## src/rtl/fp16_pkg.sv

```systemverilog
// Shared fp16 constants and packed record types for the sqrt output path.
package fp16_pkg;

   localparam logic [4:0]  FP16_EXP_MAX = 5'h1F;
   localparam logic [15:0] FP16_QNAN    = 16'h7E00;
   localparam logic [15:0] FP16_PINF    = 16'h7C00;

   typedef struct packed {
      logic nan;
      logic pinf;
      logic ninf;
      logic zero;
      logic sign;
   } fp16_class_t;

   typedef struct packed {
      logic       sign;
      logic [4:0] exp;
      logic [9:0] mant;
      logic       invalid;
   } fp16_result_t;

endpackage

```

## src/rtl/sync_fifo.sv

```systemverilog
// Show-ahead synchronous FIFO; push and pop may coincide even when full or empty.
module sync_fifo #(
   parameter int WIDTH = 8,
   parameter int DEPTH = 4
) (
   input  logic             clk,
   input  logic             rst,
   input  logic             push,
   input  logic [WIDTH-1:0] push_data,
   input  logic             pop,
   output logic [WIDTH-1:0] pop_data,
   output logic             full,
   output logic             empty
);

   localparam int AW = $clog2(DEPTH);

   logic [WIDTH-1:0] mem [DEPTH];
   logic [AW-1:0]    wr_ptr;
   logic [AW-1:0]    rd_ptr;
   logic [AW:0]      count;
   logic             do_push;
   logic             do_pop;

   assign full     = (count == (AW+1)'(DEPTH));
   assign empty    = (count == '0);
   assign pop_data = mem[rd_ptr];

   // A push into a full FIFO is legal only when the head leaves in the same cycle.
   assign do_pop  = pop & !empty;
   assign do_push = push & (!full | do_pop);

   always_ff @(posedge clk) begin
      if (rst) begin
         wr_ptr <= '0;
         rd_ptr <= '0;
         count  <= '0;
      end else begin
         if (do_push) begin
            mem[wr_ptr] <= push_data;
            wr_ptr      <= wr_ptr + AW'(1);
         end
         if (do_pop)
            rd_ptr <= rd_ptr + AW'(1);
         case ({do_push, do_pop})
            2'b10:   count <= count + (AW+1)'(1);
            2'b01:   count <= count - (AW+1)'(1);
            default: count <= count;
         endcase
      end
   end

endmodule

```

## src/rtl/fp16_sqrt_pack.sv

```systemverilog
// Pairs queued operand classes with raw sqrt core results, rounds, substitutes
// IEEE specials and delivers fp16 words under credit-based flow control.
module fp16_sqrt_pack
   import fp16_pkg::*;
#(
   parameter int DEPTH = 4
) (
   input  logic        clk,
   input  logic        rst,
   input  logic        c_valid,
   output logic        c_ready,
   input  logic        c_is_nan,
   input  logic        c_is_pinf,
   input  logic        c_is_ninf,
   input  logic        c_is_normal,
   input  logic        c_is_subnormal,
   input  logic        c_sign,
   input  logic        r_valid,
   input  logic [4:0]  r_exp,
   input  logic [10:0] r_mant,
   input  logic        r_round,
   input  logic        r_sticky,
   output logic        out_valid,
   input  logic        out_ready,
   output logic        out_sign,
   output logic [4:0]  out_exp,
   output logic [9:0]  out_mant,
   output logic        out_invalid,
   output logic        err_orphan
);

   localparam int CW = $clog2(DEPTH) + 1;

   // Handshakes: c beat moves on c_valid & c_ready; result moves on
   // out_valid & out_ready; r_valid is a strobe with no back-pressure.

   logic [CW-1:0] inflight;
   logic          c_accept;
   logic          out_accept;
   logic          r_take;
   logic          cls_empty;
   logic          cls_full;
   logic          out_empty;
   logic          out_full;
   fp16_class_t   cls_in;
   fp16_class_t   cls_head;
   fp16_result_t  res;
   fp16_result_t  out_head;
   logic          inc;
   logic [10:0]   m_sum;
   logic          unused_bits;

   assign c_ready    = (inflight < CW'(DEPTH));
   assign c_accept   = c_valid & c_ready;
   assign out_valid  = !out_empty;
   assign out_accept = out_valid & out_ready;
   assign r_take     = r_valid & !cls_empty;

   // The hidden bit never reaches the packed word; full flags are implied by the credit bound.
   assign unused_bits = &{1'b0, r_mant[10], cls_full, out_full};

   always_comb begin
      cls_in      = '0;
      cls_in.nan  = c_is_nan;
      cls_in.pinf = c_is_pinf;
      cls_in.ninf = c_is_ninf;
      cls_in.zero = !(c_is_nan | c_is_pinf | c_is_ninf | c_is_normal | c_is_subnormal);
      cls_in.sign = c_sign;
   end

   sync_fifo #(.WIDTH(5), .DEPTH(DEPTH)) u_cls_fifo (
      .clk       (clk),
      .rst       (rst),
      .push      (c_accept),
      .push_data (cls_in),
      .pop       (r_take),
      .pop_data  (cls_head),
      .full      (cls_full),
      .empty     (cls_empty)
   );

   always_comb begin
      res   = '0;
      inc   = r_round & (r_sticky | r_mant[0]);
      m_sum = {1'b0, r_mant[9:0]} + {10'd0, inc};
      if (cls_head.nan)
         res = fp16_result_t'({FP16_QNAN, 1'b0});
      else if (cls_head.ninf)
         res = fp16_result_t'({FP16_QNAN, 1'b1});
      else if (cls_head.pinf)
         res = fp16_result_t'({FP16_PINF, 1'b0});
      else if (cls_head.zero)
         res = fp16_result_t'({cls_head.sign, 16'h0000});
      else if (cls_head.sign)
         res = fp16_result_t'({FP16_QNAN, 1'b1});
      else if (m_sum[10]) begin
         // Mantissa overflow bumps the exponent; anything reaching 31 becomes +inf.
         if (r_exp >= FP16_EXP_MAX - 5'd1)
            res = fp16_result_t'({FP16_PINF, 1'b0});
         else
            res = fp16_result_t'({1'b0, r_exp + 5'd1, 10'd0, 1'b0});
      end else
         res = fp16_result_t'({1'b0, r_exp, m_sum[9:0], 1'b0});
   end

   sync_fifo #(.WIDTH(17), .DEPTH(DEPTH)) u_out_fifo (
      .clk       (clk),
      .rst       (rst),
      .push      (r_take),
      .push_data (res),
      .pop       (out_accept),
      .pop_data  (out_head),
      .full      (out_full),
      .empty     (out_empty)
   );

   // Storage is not reset, so present zeros whenever nothing is buffered.
   assign out_sign    = out_valid ? out_head.sign    : 1'b0;
   assign out_exp     = out_valid ? out_head.exp     : 5'd0;
   assign out_mant    = out_valid ? out_head.mant    : 10'd0;
   assign out_invalid = out_valid ? out_head.invalid : 1'b0;

   always_ff @(posedge clk) begin
      if (rst) begin
         inflight   <= '0;
         err_orphan <= 1'b0;
      end else begin
         err_orphan <= r_valid & cls_empty;
         case ({c_accept, out_accept})
            2'b10:   inflight <= inflight + CW'(1);
            2'b01:   inflight <= inflight - CW'(1);
            default: inflight <= inflight;
         endcase
      end
   end

endmodule

```

## config.mk

```make
export PLATFORM = sky130hd
export DESIGN_NAME = fp16_sqrt_pack
export DESIGN_NICKNAME = d
export VERILOG_FILES = /design/src/rtl/fp16_pkg.sv /design/src/rtl/sync_fifo.sv /design/src/rtl/fp16_sqrt_pack.sv
export SDC_FILE = /design/constraint.sdc
export NUM_CORES = 1
export LEC_CHECK = 0
export ABC_AREA = 1
export CORE_MARGIN = 5
export CORE_UTILIZATION = 40
export DETAILED_ROUTE_END_ITERATION = 10
export DONT_BUFFER_PORTS = 1
export GPL_TIMING_DRIVEN = 1
export PLACE_DENSITY_LB_ADDON = 0.12
export SLEW_MARGIN = 20
export SYNTH_ARGS = -nofsm -noshare
export SYNTH_HDL_FRONTEND = slang
export SYNTH_SLANG_ARGS = --single-unit
```

## constraint.sdc

```tcl
create_clock -name clk -period 3.1 [get_ports clk]
set_input_delay 0.31 -clock clk [delete_from_list [all_inputs] [get_ports clk]]
set_output_delay 0.31 -clock clk [all_outputs]
set_load 0.02 [all_outputs]
```

==> results.ini <==
[drt]
wire_per_inst_um = 14.65
vias_per_cell = 4.757
routed_wl_mm = 10.24
dr.pass1.iters = 4
vias = 3325
antenna_left = 0
drt_iter0_markers = 161
post-route-drc-count = 0

[clock_network]
post_cts_resized = 0
clock-sinks = 110
worstSkewPairLatency_ps = 350
clk_path_buf_depth = 2
cts_buffers = 9
cts_tree = yes
cts_setup_buffers = 0
clk_pin_slew_ps = 70
postCtsHoldBufs = 1
cts-root-buf = clkbuf_16
htree_num_levels = 3

[logic_synthesis]
synth-adder-area-share_pct = 4.543
syn-num-nets = 563
yosys-top-cells-count = 90 x nor2_1, 88 x edfxtp_1, 70 x nand2_1
synthTopCellsByArea = edfxtp_1 51%, dfxtp_1 8.5%, nor2_1 6.5%, nand2_1 5.1%, o21ai_0 4.3%
yosys.area_share.simple_pct = 19.67
synth_cells = 517
synth_seq_area_share_pct = 59.55
synth_top_area_cell = edfxtp_1
synth.most_common_cell = nor2_1
synth_edf_count = 88
synth_area_um2 = 5177
async_flop_share_pct = 0
ys_seq_elements = 110
synth_flop_cell = edfxtp_1
synth_compound_area_share_pct = 10.22
syn_area_per_cell_um2 = 10.01
synth_top_family_by_area = simple AND/OR/NAND/NOR gates
synth.top_cell.area_share_pct = 51.04
yosys_warnings = 0
ys_types = 39
synth.mux.area_fraction_pct = 0
yosys.area_share.xor_xnor_pct = 1.184

[layout]
antenna_cells = 0
nFillCells = 1210
register_area_um2 = 3083
synthToLayoutAreaGrowth_pct = 9.860
final_util_pct = 44.89
layout-drive-gt1-share_pct = 12.33
multi_input_area_um2 = 1844
finalNonFillerCells = 699
fin_nets = 568

[global_routing]
grt_max_degree = 35
gr-total-overflow = 0
track_usage_pct = 14.45
grt_first_pass_wirelength_mm = 16.59
grt_pass1_vias = 3236
grt_antenna_before_repair = 0

[floorplanning]
die_x_um = 123.8
design.core.area_um2 = 12670
die_area_um2 = 15320
boundaryPins = 49
dieHeight_um = 123.8
initial_core_util_pct = 40.86
rows = 41

[setup_path]
end_kind = output port
crit_fanout = 18
required_ps = 2790
cpPeakStageDelay_ps = 770
path_buf_inv = 1
cp-start-kind = register
worstPathCellList = buf_4, nor2_1, nor2_1, o21ai_0, a21oi_1
arrival_ps = 2180
cp_common_cell = nor2_1
crit_type = register to output port
crit_family = flip-flops
cp_slowest_cell = dfxtp_1

[place]
io_buffers = 0
dp_hpwl_mm = 6.855
gp_congestion = 0.7598
dp_cells = 682

[timing]
hold_viol = 0
period_share_pct = 80.47
max_freq_ghz = 0.4009
fin_skew_ps = 8.441
setup_viol = 0
rsz0062_at_grt = false
fin_crit_ps = 2495
maxSlewHeadroom_pct = 53.46
finalMaxSlewViolations = 0
tns_ps = 0
tightest_slew_ps = 697.2

[pwr]
p_per_area_nw_per_um2 = 798.2
p_leak_nw = 2.107
peakVddDrop_uv = 390.1

[min_path]
hold_path_class = input pin to register

[run]
maxCapViolations = 0

[outcome]
run_status = completed

[final timing paths]
kind                     endpoint                  from  cells after the start  slack, ps
min reg2reg  u_cls_fifo.rd_ptr[1]  u_cls_fifo.rd_ptr[1]                      2        460
max reg2reg   u_cls_fifo.count[2]   u_cls_fifo.count[0]                     10        970
max                    out_exp[3]              register                      5        610
min           u_cls_fifo.count[1]                   rst                      1         20
[worst reg2reg max path, stage by stage, from the launching register on]
cell and delay [ps]:
dfxtp_1 320, nor2_2 190, nand3_1 160, nand3_1 190
ha_1 170, inv_1 70, fa_1 440, a21oi_1 150
o21ai_0 120, o21ai_0 160, a21oi_1 50
[state kept, by name, summed over array words and instances, names as in the netlist, named ones only]
register	flops
u_out_fifo.rd_ptr	2
inflight	3
u_out_fifo.count	3
u_cls_fifo.wr_ptr	2
u_cls_fifo.rd_ptr	2
u_out_fifo.mem	68
u_cls_fifo.mem	20
u_out_fifo.wr_ptr	2
err_orphan	1
u_cls_fifo.count	3
[cells by family (layout without fill, tap and decap cells)]
logic type | after synthesis | count (layout)
DFF | 110 | 110
and+or+nand+nor | 224 | 224
AOI/OAI and AO/OA | 97 | 97
adders and majority gates | 17 | 17
buffers and inverters | 62 | 72
xor gates and xnor gates | 7 | 7
[where the power goes]
| group | internal [W] | switching, W |
|---|---|---|
| clock | 0.000637 | 0.000538 |
| sequential | 0.00181 | 0.000115 |
| combinational | 0.000383 | 0.00106 |
| total | 0.00283 | 0.00171 |
[routing by layer]
metal,GRT usage [%],share of wire (%)
met2,23.12,48
met4,6.228,2.3
met1,19.14,47
met3,2.861,3.1
met5,0,0
[metrics by stage]
stage / hold WS [ps] / area, µm² / worst slack [ps] / power [W]
4_1_cts: 2.377 / 5688 / 521.7 / 0.004607
6_report: 16.05 / 5688 / 605.4 / 0.004540
5_1_grt: 4.125 / 5688 / 422.1 / 0.004856
3_3_place_gp: 381.3 / 5373 / 943.1 / 0.003391
3_5_place_dp: 382.7 / 5373 / 908.6 / 0.003423
2_1_floorplan: 379.1 / 5177 / 1214 / 0.003113
[cells in the final DEF, fill, tap and decap left out, types with 4 or more instances in the layout]
cell and count:
inv_1 40, ha_1 14, nand2_1 70, nand4_1 4
a21oi_1 38, buf_4 6, edfxtp_1 88, nor2_2 12
clkbuf_16 9, nand2_2 7, o21ai_1 6, nand3_1 25
inv_2 7, xor2_1 4, o21ai_0 45, nand2_4 4
dfxtp_1 22, nor2_1 90
[cell type report]
| cell class | count | share of cell area (%) |
|---|---|---|
| Sequential cell | 110 | 54.20 |
| Multi-Input combinational cell | 345 | 32.42 |
| Clock buffer | 9 | 3.960 |
| Tap cell | 172 | 3.784 |
| Inverter | 49 | 3.256 |
| Clock inverter | 7 | 1.408 |
| Timing Repair Buffer | 7 | 0.9679 |
(Power assumes the default switching activity.)
